[config.mk]
export PLATFORM = sky130hd
export DESIGN_NAME = fetch_queue
export DESIGN_NICKNAME = d
export VERILOG_FILES = /design/src/rtl/fetch_pkg.sv /design/src/rtl/fetch_fifo.sv /design/src/rtl/fetch_queue.sv
export SDC_FILE = /design/constraint.sdc
export NUM_CORES = 1
export LEC_CHECK = 0
export BUFFER_PORTS_ARGS = -buffer_cell sky130_fd_sc_hd__buf_2
export CORE_ASPECT_RATIO = 0.9
export CORE_MARGIN = 2
export CORE_UTILIZATION = 44
export DETAILED_ROUTE_END_ITERATION = 6
export PLACE_DENSITY = 0.66
export SLEW_MARGIN = 5
export SYNTH_ARGS = -nofsm -noshare
export SYNTH_HDL_FRONTEND = slang
export SYNTH_SLANG_ARGS = --single-unit
[constraint.sdc]
create_clock -name clk -period 4.61 [get_ports clk]
set_input_delay 0.2305 -clock clk [delete_from_list [all_inputs] [get_ports clk]]
set_output_delay 0.2305 -clock clk [all_outputs]
set_load 0.05 [all_outputs]
[src/rtl/fetch_pkg.sv]
// Shared types and constants for the instruction fetch front-end.
// The optional same-cycle bypass in fetch_queue is enabled by FETCHQ_BYPASS_EN.
package fetch_pkg;

    localparam int                WORD_W           = 32;
    localparam logic [WORD_W-1:0] PC_INC           = 32'd4;
    localparam logic [WORD_W-1:0] RESET_PC_DEFAULT = 32'h0000_0000;

    // One buffered instruction together with the address it was fetched from.
    typedef struct packed {
        logic [WORD_W-1:0] instr;
        logic [WORD_W-1:0] pc;
    } fq_entry_t;

    // Sequential fetch address; wraps modulo 2^32.
    function automatic logic [WORD_W-1:0] next_pc(input logic [WORD_W-1:0] pc);
        return pc + PC_INC;
    endfunction

endpackage

[src/rtl/fetch_fifo.sv]
// Small synchronous FIFO used both for fetched instructions and for the
// in-flight request PC tags. Flush has priority over push; a push into a
// full FIFO is accepted only when a pop happens in the same cycle.
module fetch_fifo #(
    parameter  int WIDTH = 64,
    parameter  int DEPTH = 4,
    localparam int AW    = (DEPTH > 1) ? $clog2(DEPTH) : 1,
    localparam int CW    = $clog2(DEPTH + 1)
) (
    input  logic             clk,
    input  logic             reset,
    input  logic             push,
    input  logic             pop,
    input  logic             flush,
    input  logic [WIDTH-1:0] din,
    output logic [CW-1:0]    count,
    output logic [WIDTH-1:0] head,
    output logic             full,
    output logic             empty
);

    logic [WIDTH-1:0] mem [DEPTH];
    logic [AW-1:0]    rd_ptr;
    logic [AW-1:0]    wr_ptr;
    logic             do_push;
    logic             do_pop;

    function automatic logic [AW-1:0] ptr_inc(input logic [AW-1:0] p);
        return (p == AW'(DEPTH - 1)) ? '0 : p + AW'(1);
    endfunction

    assign empty   = (count == '0);
    assign full    = (count == CW'(DEPTH));
    assign do_pop  = pop && !empty;
    assign do_push = push && (!full || do_pop);
    assign head    = mem[rd_ptr];

    // Pointer and occupancy bookkeeping; flush empties the FIFO in one edge.
    always_ff @(posedge clk or negedge reset) begin
        if (!reset) begin
            rd_ptr <= '0;
            wr_ptr <= '0;
            count  <= '0;
        end else if (flush) begin
            rd_ptr <= '0;
            wr_ptr <= '0;
            count  <= '0;
        end else begin
            if (do_push) wr_ptr <= ptr_inc(wr_ptr);
            if (do_pop)  rd_ptr <= ptr_inc(rd_ptr);
            count <= count + CW'(do_push) - CW'(do_pop);
        end
    end

    // Storage array; contents are don't-care while the slot is unoccupied.
    always_ff @(posedge clk) begin
        if (do_push && !flush) mem[wr_ptr] <= din;
    end

endmodule

[src/rtl/fetch_queue.sv]
// Instruction fetch front-end: issues sequential word requests to instruction
// memory (req/gnt, in-order rvalid), buffers responses with their PCs and
// hands them to decode with a valid/ready handshake. A redirect flushes the
// buffer and marks every still-outstanding response to be dropped.
// Optional same-cycle response bypass: define FETCHQ_BYPASS_EN.
//
// Handshakes: a request transfers when imem_req && imem_gnt at a clock edge;
// an instruction transfers to decode when instr_valid && instr_ready at a
// clock edge. imem_req is never withdrawn because of imem_gnt.
module fetch_queue
    import fetch_pkg::*;
#(
    parameter int                DEPTH    = 4,
    parameter int                MAX_OUT  = 2,
    parameter logic [WORD_W-1:0] RESET_PC = RESET_PC_DEFAULT
) (
    input  logic              clk,
    input  logic              reset,
    input  logic              redirect,
    input  logic [WORD_W-1:0] redirect_pc,
    output logic              imem_req,
    output logic [WORD_W-1:0] imem_addr,
    input  logic              imem_gnt,
    input  logic              imem_rvalid,
    input  logic [WORD_W-1:0] imem_rdata,
    output logic              instr_valid,
    output logic [WORD_W-1:0] instr,
    output logic [WORD_W-1:0] instr_pc,
    input  logic              instr_ready
);

    localparam int CNT_W = $clog2(MAX_OUT + 1);
    localparam int FCW   = $clog2(DEPTH + 1);
    localparam int SW    = $clog2(DEPTH + MAX_OUT + 1) + 1;

    // run holds requests off until the first edge after reset release
    logic              run;
    logic [WORD_W-1:0] fetch_pc;
    logic [CNT_W-1:0]  out_cnt;
    logic [CNT_W-1:0]  drop_cnt;
    logic [CNT_W-1:0]  out_cnt_nxt;
    logic [SW-1:0]     committed;

    logic req_fire;
    logic rsp_ok;
    logic rsp_drop;
    logic rsp_keep;
    logic bypass;
    logic fifo_push;
    logic fifo_pop;

    fq_entry_t         fifo_din;
    fq_entry_t         fifo_head;
    logic [FCW-1:0]    fifo_count;
    logic              fifo_full;
    logic              fifo_empty;

    logic [WORD_W-1:0] tag_pc;
    logic [CNT_W-1:0]  tag_count;
    logic              tag_full;
    logic              tag_empty;

    // Slots already promised: buffered entries plus responses still to be kept.
    assign committed = SW'(fifo_count) + SW'(out_cnt) - SW'(drop_cnt);

    assign imem_req  = run && !redirect && (out_cnt < CNT_W'(MAX_OUT))
                       && (committed < SW'(DEPTH));
    assign imem_addr = fetch_pc;
    assign req_fire  = imem_req && imem_gnt;

    // A response with nothing outstanding is a protocol error and is ignored.
    assign rsp_ok      = imem_rvalid && (out_cnt != '0);
    assign rsp_drop    = rsp_ok && (drop_cnt != '0);
    assign rsp_keep    = rsp_ok && (drop_cnt == '0);
    assign out_cnt_nxt = out_cnt + CNT_W'(req_fire) - CNT_W'(rsp_ok);

`ifdef FETCHQ_BYPASS_EN
    assign bypass      = rsp_keep && fifo_empty && instr_ready;
    assign instr_valid = !fifo_empty || bypass;
    assign instr       = !fifo_empty ? fifo_head.instr : (bypass ? imem_rdata : '0);
    assign instr_pc    = !fifo_empty ? fifo_head.pc    : (bypass ? tag_pc     : '0);
`else
    assign bypass      = 1'b0;
    assign instr_valid = !fifo_empty;
    assign instr       = fifo_empty ? '0 : fifo_head.instr;
    assign instr_pc    = fifo_empty ? '0 : fifo_head.pc;
`endif

    assign fifo_push = rsp_keep && !bypass;
    assign fifo_pop  = !fifo_empty && instr_ready;
    assign fifo_din  = '{instr: imem_rdata, pc: tag_pc};

    fetch_fifo #(
        .WIDTH ($bits(fq_entry_t)),
        .DEPTH (DEPTH)
    ) u_instr_fifo (
        .clk   (clk),
        .reset (reset),
        .push  (fifo_push),
        .pop   (fifo_pop),
        .flush (redirect),
        .din   (fifo_din),
        .count (fifo_count),
        .head  (fifo_head),
        .full  (fifo_full),
        .empty (fifo_empty)
    );

    // PC tags follow requests in order; dropped responses still consume a tag.
    fetch_fifo #(
        .WIDTH (WORD_W),
        .DEPTH (MAX_OUT)
    ) u_tag_fifo (
        .clk   (clk),
        .reset (reset),
        .push  (req_fire),
        .pop   (rsp_ok),
        .flush (1'b0),
        .din   (fetch_pc),
        .count (tag_count),
        .head  (tag_pc),
        .full  (tag_full),
        .empty (tag_empty)
    );

    // Fetch PC, start-up flag and outstanding/drop counters; redirect wins.
    always_ff @(posedge clk or negedge reset) begin
        if (!reset) begin
            run      <= 1'b0;
            fetch_pc <= RESET_PC;
            out_cnt  <= '0;
            drop_cnt <= '0;
        end else begin
            run     <= 1'b1;
            out_cnt <= out_cnt_nxt;
            if (redirect) begin
                fetch_pc <= redirect_pc;
                drop_cnt <= out_cnt_nxt;
            end else begin
                if (req_fire) fetch_pc <= next_pc(fetch_pc);
                if (rsp_drop) drop_cnt <= drop_cnt - CNT_W'(1);
            end
        end
    end

    // Simulation checks on the memory protocol and counter ranges.
    always @(posedge clk) begin
        if (reset) begin
            assert (!(imem_rvalid && out_cnt == '0))
                else $error("fetch_queue: imem_rvalid with no request outstanding");
            assert (!(req_fire && !rsp_ok && out_cnt == CNT_W'(MAX_OUT)))
                else $error("fetch_queue: outstanding counter overrun");
            assert (drop_cnt <= out_cnt)
                else $error("fetch_queue: drop count exceeds outstanding count");
            assert (tag_count == out_cnt)
                else $error("fetch_queue: tag queue out of step with outstanding count");
            assert (!(req_fire && tag_full))
                else $error("fetch_queue: tag queue overrun");
            assert (!(rsp_ok && tag_empty))
                else $error("fetch_queue: response without a tag");
            assert (!(fifo_push && fifo_full && !fifo_pop))
                else $error("fetch_queue: instruction FIFO overrun");
        end
    end

endmodule

== Yosys cells after proc, flatten, opt, wreduce, memory -nomap -nowiden ==
Memory sizes are Yosys's and may differ from the RTL's.
Cells that the tools add are included.
Storage, ports and cells
  memories: 2
  bits in registers: 48
  output and inout bits: 98
  logic and storage cells: 80
  input port bits: 70
  bits in writable memories: 320
Cells by class
  muxes and demuxes: 19
  reduce and logical (&&, ||, !) cells: 29
  eq/ne operators: 4
  $lt $le $gt $ge: 2
  add/sub/neg operators: 14
Memory list
  u_instr_fifo.mem: words 4, bits a word 64, rd ports 1, clocked after memory_dff 0, wr ports 1, RTL line fetch_fifo.sv:22  | logic [WIDTH-1:0] mem [DEPTH];
  u_tag_fifo.mem: words 2, bits a word 32, rd ports 1, clocked after memory_dff 0, wr ports 1, RTL line fetch_fifo.sv:22
Operators with widths (count)
  32-bit two-way mux: 4
  32-bit by 3-bit adder with 32-bit output, second input constant: 1
  2-bit two-way mux: 8
  1-bit logical AND: 13
  2-bit nonzero test: 6
  2-bit == test, second input constant: 3
  1-bit two-way mux: 6
  1-bit zero test: 5
  2-bit by 1-bit adder with 2-bit output: 2
  2-bit by 1-bit adder with 2-bit output, second input constant: 2
  3-bit by 2-bit adder with 4-bit output: 1
  2-bit zero test: 2
  4-bit by 3-bit < comparator with 1-bit output, second input constant: 1
  2-bit by 1-bit subtractor with 2-bit output: 2
  4-bit by 2-bit subtractor with 4-bit output: 1
  3-bit by 1-bit adder with 3-bit output: 1
  3-bit == test, second input constant: 1
  3-bit zero test: 1
  3-bit two-way mux: 1
  3-bit by 1-bit subtractor with 3-bit output: 1
  1-bit adder, second input constant: 2
  1-bit logical OR: 2
  2-bit < comparator, second input constant: 1
  2-bit by 1-bit subtractor with 2-bit output, second input constant: 1

== Depth between registers and ports, before layout ==
Gate-level depths: netlist of the first run.
  depth in word-level cells: 9
  depth in mapped cells: 15
  depth with buffers taken out: 14

== By module ==
From an unflattened synthesis of the first run, not the netlist that was laid out.
Second synthesis, totals
  cells, all modules: 843
  area, all modules: 15029.4 sq um
By module, submodules not included
  fetch_fifo at u_instr_fifo: instances 1, cells an instance 380, seq. area each 7862.5 sq um, area an instance 9673.0 sq um
  fetch_queue: instances 1, cells an instance 334, seq. area each 925.9 sq um, area an instance 2793.9 sq um
  fetch_fifo at u_tag_fifo: instances 1, cells an instance 129, seq. area each 2021.9 sq um, area an instance 2562.5 sq um

== Worst setup path before layout of the first run ==
OpenSTA, ideal clock, no wires.
  kind: flip-flop to flip-flop
  from: reg out_cnt[1]
  to: mem u_tag_fifo.mem[0][0] (netlist bit), enable pin
  stages on the path, launching flop included: 10
  arrival time: 3.909 ns
  clock period less this slack: 4.334 ns
  setup time: 0.425 ns
  data required time: 4.185 ns
  slack: 0.276 ns
  buffers on the path: 0
  path through: dfrtp_1 inv_1 fa_1 inv_1 ha_1 and3b_1 nor4_4 o21ai_1 a31oi_1 nor2b_1
On the way
  longest elaborated chain between the ends: 8
  elaborated cells between the ends (all ways): 14
  those cells by class: add/sub (2); order compare (2); mux (2); reduce/logical (8)
RTL lines
  from (decl): RTL line fetch_queue.sv:39  | logic [CNT_W-1:0] out_cnt;
  from (signal assigned): RTL line fetch_queue.sv:135  | out_cnt <= out_cnt_nxt;
  3-bit by 2-bit adder with 4-bit output: RTL line fetch_queue.sv:64  | assign committed = SW'(fifo_count) + SW'(out_cnt) - SW'(drop_cnt);
  4-bit by 2-bit subtractor with 4-bit output: RTL line fetch_queue.sv:64
  4-bit by 3-bit < comparator with 1-bit output: RTL line fetch_queue.sv:67  | && (committed < SW'(DEPTH));
  1-bit logical AND: RTL line fetch_queue.sv:67
  1-bit logical AND: RTL line fetch_queue.sv:69  | assign req_fire = imem_req && imem_gnt;
  1-bit logical AND *: RTL line fetch_fifo.sv:35  | assign do_push = push && (!full || do_pop);
  1-bit two-way mux *: RTL line fetch_fifo.sv:57  | if (do_push && !flush) mem[wr_ptr] <= din;
  1-bit two-way mux (not written as such) *: RTL line fetch_fifo.sv:57
  to (decl): RTL line fetch_fifo.sv:22
Every way passes the cells marked *; elsewhere a longest branch is shown, timed or not.

== Final worst setup path of the first run ==
  from: reg out_cnt[1]
  to: out imem_req
On the way
  longest elaborated chain between the ends: 4
  elaborated cells between the ends (all ways): 6
  those cells by class: add/sub (2); order compare (2); reduce/logical (2)
RTL lines
  3-bit by 2-bit adder with 4-bit output: RTL line fetch_queue.sv:64
  4-bit by 2-bit subtractor with 4-bit output: RTL line fetch_queue.sv:64
  4-bit by 3-bit < comparator with 1-bit output: RTL line fetch_queue.sv:67
  1-bit logical AND *: RTL line fetch_queue.sv:67
  to (decl): RTL line fetch_queue.sv:21  | output logic imem_req,
Marks and branches as above.

==> results of run 1 <==
-- final cells by class --
class                           count  area (um2)
Clock buffer                       53        1060
Clock inverter                     15         105
Fill cell                        2684       15600
Inverter                           23        86.3
Multi-Input combinational cell    384        3890
Sequential cell                   368       10800
Tap cell                          462         578
Timing Repair Buffer              246        1610
-- stage by stage --
stage                     total power (uW)  setup slack, ns  hold slack, ns
final                                10200            0.960           0.101
after global routing                 10600            0.683           0.130
after CTS                            10300            0.940          0.0929
after detailed placement              7370             1.02           0.394
after global placement                7330             1.12           0.394
after floorplan                       6560            0.276         -0.0651
-- power by group through the flow --
stage	Combinational, uW	Sequential [uW]	Clock, uW
after floorplan	2370	4190	0
after global placement	3050	4280	0
after detailed placement	3090	4290	0
after CTS	3140	4220	2920
after global routing	3330	4250	3050
final	3100	4200	2860
-- synth_stat cells, types with 3 or more instances --
cell type / instances
edfxtp_1: 320
and2_1: 72
mux4_2: 64
dfrtp_1: 48
mux2_2: 43
nand2_1: 30
clkbuf_1: 23
inv_1: 22
xnor2_1: 21
ha_1: 16
nor2_1: 16
o21ai_1: 16
xor2_1: 11
buf_2: 10
nand4_1: 9
nand3_1: 7
o2111ai_1: 7
o211ai_1: 7
nor2b_1: 6
a21oi_1: 4
buf_1: 4
a31oi_1: 3
and3_1: 3
and3_2: 3
buf_6: 3
mux2i_1: 3
nor3_1: 3
o21ai_0: 3
o311ai_1: 3
-- how the worst max path moves through the flow --
stage                    start               endpoint  slack (ns)
floorplan           out_cnt[1]   u_tag_fifo.mem[0][0]        0.28
global placement    out_cnt[1]  u_tag_fifo.mem[0][15]        1.12
detailed placement  out_cnt[1]  u_tag_fifo.mem[0][16]        1.02
CTS                 out_cnt[1]               imem_req        0.94
global route        out_cnt[1]               imem_req        0.68
finish              out_cnt[1]               imem_req        0.96
-- logic make-up after synthesis --
family,after synthesis,synth area share
AOI/OAI and AO/OA,58,0.0294
xor gates and xnor gates,32,0.0187
muxes,110,0.131
and+or+nand+nor,165,0.0636
buffers and inverters,64,0.0186
adders and majority gates,18,0.0161
DFF,368,0.723
other,1,0.000251
-- worst max-delay path, cell delays in order (launching register included) --
cell and delay (ns):
dfrtp_1 0.41, inv_1 0.10, fa_1 0.53, inv_1 0.04
ha_1 0.28, and3b_1 0.23, nor4_4 0.21, buf_4 0.26
nor2_1 0.14, nor4b_1 0.36, buf_2 0.34
-- metal layers --
layer | wire length [um] | up-vias | track usage
met5 | 0 | - | 0
met4 | 487 | 0 | 0.0420
met3 | 1770 | 38 | 0.0339
met2 | 14600 | 230 | 0.286
met1 | 13800 | 4090 | 0.250
li1 | - | 3664 | -
-- flip-flops by register name, indices dropped and copies added (netlist names), 2 cells and up --
| register | count |
|---|---|
| drop_cnt | 2 |
| u_tag_fifo.count | 2 |
| u_instr_fifo.rd_ptr | 2 |
| u_instr_fifo.wr_ptr | 2 |
| out_cnt | 2 |
| u_tag_fifo.mem | 64 |
| u_instr_fifo.mem | 256 |
| u_instr_fifo.count | 3 |
| imem_addr | 32 |
==> reports/metrics.csv, run 1 <==
metric,value,unit
status,"complete, no violations",
Worst R2R End,u_tag_fifo.mem[0][19],
VDD IR max,413,uV
initial detailed-routing violation count,391,
Pwr Density,560,nW/um2
fin crit period,3.65,ns
Post-DP Area,16300,um2
Total GRT Usage,0.177,
Nets,1149,
hold path startpoint,redirect_pc[21],
Die Height,179,um
setup repair bufs after CTS,0,
Comb power frac,0.305,
Avg WL per Cell,19.7,um
R2R setup slack,1.02,ns
top cell type's share of synthesized area,0.642,
CTS tree,yes,
Psw,3530,uW
Mapped Area,15000,um2
"Hold-fix buffers, CTS",64,
main area contributors after synthesis,"edfxtp_1, mux4_2, dfrtp_1",
syn_area_per_cell,18.3,um2
"Area growth, synth to finish",21.3,%
sequential share of power,0.414,
Crit. End Element,primary output,
row count,64,
CP max FO,16,
Routed WL,30.6,mm
hold endpoint,imem_addr[21],
clock root cell,clkbuf_16,
Lkg Pwr,0.00643,uW
leading area contributor after synthesis,edfxtp_1,
antenna-violating nets left,0,
clk slew on worst S/H paths,0.06,ns
WS Path Type,register to primary output,
Syn. warnings,0,
Netlist cell types,57,
Layout Skew,0.00858,ns
Initial Util,0.444,
DP HPWL,18.6,mm
CTS H-tree lvls,2,
layout cells sized above 1,0.332,
internal power,6630,uW
Reg-to-Reg Start,out_cnt[1],
fin. max-slew vios,0,
Non-Filler Instances,1551,
Port Buffers,167,
number of global-route vias before repair,8277,
largest net degree at the start of global routing,67,
Worst-Margin Slew,1.02,ns
CP Data Required Time,4.38,ns
setup TNS,0,ns
crit start category,register,
Die W,198,um
clk_lat worst skew,0.51,ns
Post-synth ARST share,0.130,
syn nets,904,
Clock Power Share,0.281,
cell area after layout,18100,um2
FF-to-FF path depth,11,
Hold WC Path Type,input pin to register,
Seq cells post-synth,368,
crit share post-route,0.792,
Worst slew margin,0.319,
vias,8022,
"leading cell type in the layout, fill and taps excluded",edfxtp_1,
die area,35500,um2
core footprint,33700,um2
CTS sink cnt,368,
IO Pins,168,
Post-synth EDFFs,320,
global placement routability congestion,0.829,
Fmax,274,MHz
arrival time at the worst endpoint,3.42,ns
Post-CTS Resized,0,
antenna diode count,0,
Synth Instances,816,
Num CTS Buffers,38,
Synth Flop Type,edfxtp_1,
# DRC,0,
Final Hold Fails,0,
initial antenna violation count,0,
maxcap violations,0,
RSZ-0062 raised after global routing,false,
Final setup violation count,0,
post-layout util,0.538,
global route total overflow,0,
Detailed Routing Iterations Pass 1,5,
DP Cell Count,1419,
sequential-to-total area share from yosys stat,0.723,
first-pass GRT wire length,47.4,mm
hold path depth,3,
most frequent cells in the layout,"edfxtp_1, buf_2, and2_1",
Max clock buf depth,3,
Switching Fraction,0.347,
Via density,5.17,
No activity file was read; power rests on OpenSTA's default activity.
==> inputs of run 2 (changes only) <==
- clock period: 4.61 -> 3.3 ns (I/O delays scaled with it)
==> reports/metrics.csv, run 2 (synthesis results as in run 1) <==
metric,value,unit
"leading cell type in the layout, fill and taps excluded",edfxtp_1,
DP Cell Count,1430,
Fmax,316,MHz
fin crit period,3.17,ns
arrival time at the worst endpoint,3.00,ns
vias,8129,
IO Pins,168,
CTS tree,yes,
crit start category,register,
Max clock buf depth,3,
crit path cell chain,"inv_1, fa_1, inv_1, ha_1, and3b_1, nor4_4, buf_6, nor2_1, nor4b_2, buf_4",
slowest stage cell on the critical path,fa_1,
fin. max-slew vios,0,
DP HPWL,20.1,mm
antenna diode count,0,
Routed WL,31.6,mm
Die W,198,um
Reg with most FFs,u_instr_fifo.mem,
Final setup violation count,0,
Port Buffers,167,
status,"complete, no violations",
"Area growth, synth to finish",23.1,%
hold_ws,0.0568,ns
CP max FO,4,
FF-to-FF path depth,10,
beginning of the critical path,out_cnt[1],
Non-Filler Instances,1564,
Layout Skew,0.0183,ns
Avg WL per Cell,20.2,um
WS Path Type,register to primary output,
Pwr Total,14400,uW
Num CTS Buffers,38,
maxcap violations,0,
max reg flops,256,
global route total overflow,0,
clk slew on worst S/H paths,0.06,ns
sequential share of power,0.399,
Reg-to-Reg Start,out_cnt[1],
initial antenna violation count,0,
internal power,9400,uW
Worst-Margin Slew,0.676,ns
Final Hold Fails,0,
CP Data Required Time,3.13,ns
clock root cell,clkbuf_16,
Pwr Density,783,nW/um2
setup TNS,0,ns
Detailed Routing Iterations Pass 1,5,
post-route setup slack,0.133,ns
number of global-route vias before repair,8372,
CP endpoint,imem_req,
Initial Util,0.444,
CTS sink cnt,368,
Total GRT Usage,0.181,
crit share post-route,0.960,
CTS H-tree lvls,2,
Worst slew margin,0.550,
Hold WC Path Type,input pin to register,
Comb power frac,0.320,
global placement routability congestion,0.847,
Die Height,179,um
Via density,5.20,
first-pass GRT wire length,48.4,mm
layout cells sized above 1,0.343,
largest net degree at the start of global routing,66,
core footprint,33700,um2
# DRC,0,
clk_lat worst skew,0.52,ns
antenna-violating nets left,0,
Clock Power Share,0.281,
critical path's largest stage delay,0.53,ns
die area,35500,um2
Crit. End Element,primary output,
DP Worst Slack,0.263,ns
most frequent cells in the layout,"edfxtp_1, buf_2, and2_1",
row count,64,
VDD IR max,540,uV
Switching Fraction,0.348,
Psw,5020,uW
CP most frequent cell,inv_1,
R2R setup slack,0.26,ns
initial detailed-routing violation count,402,
Nets,1162,
Lkg Pwr,0.00653,uW
RSZ-0062 raised after global routing,false,
Worst R2R End,u_tag_fifo.mem[1][7],
## run 2: per-layer routing
layer / vias to the layer above / global-route usage / share of wire
met5: - / 0 / 0
met4: 0 / 0.0404 / 0.013
met3: 35 / 0.0318 / 0.050
met2: 207 / 0.294 / 0.47
met1: 4178 / 0.259 / 0.46
li1: 3709 / - / -
## run 2: final cells by class
cell class / count / area, um2
tap: 462 / 578
sequential: 368 / 10800
multi-input combinational: 384 / 3910
clock buffer: 47 / 1010
timing repair buffer: 259 / 1840
clock inverter: 21 / 173
fill: 2654 / 15300
inverter: 23 / 86.3
## run 2: critical path: cells and delay by family (launching register included)
kind	cells	cell delay [ns]
buffers and inverters	4	0.51
adders and majority gates	2	0.80
DFF	1	0.36
and+or+nand+nor	4	0.82
## run 2: power groups by stage
stage / Clock, uW / Sequential, uW / Combinational, uW
after floorplan: 0 / 5850 / 3330
final: 4050 / 5760 / 4610
after global routing: 4330 / 5790 / 4950
after detailed placement: 0 / 5850 / 4590
after CTS: 4150 / 5760 / 4680
after global placement: 0 / 5840 / 4550
## run 2: repair_timing
item / CTS / global route
setup endpoints to repair: 1 / 1
hold buffers: 65 / 0
hold endpoints to repair: 185 / 0
setup buffers: 1 / 0
gates resized for setup: 2 / 1
## run 2: worst min-delay path by stage
stage          slack, ns            end  cells past startpoint       startpoint
2_1_floorplan      -0.13    drop_cnt[0]                      0            reset
3_3_place_gp        0.22   imem_addr[5]                      1            reset
3_5_place_dp        0.22   imem_addr[2]                      1            reset
4_1_cts             0.04  imem_addr[30]                      4         imem_gnt
5_1_grt             0.08  imem_addr[21]                      3  redirect_pc[21]
6_report            0.06  imem_addr[21]                      3  redirect_pc[21]
## run 2: through the flow
stage | instance area (um2) | util
after global placement | 16600 | 0.491
after floorplan | 15000 | -
after detailed placement | 16600 | 0.491
final | 18400 | 0.546
after global routing | 18400 | 0.546
after CTS | 18400 | 0.546
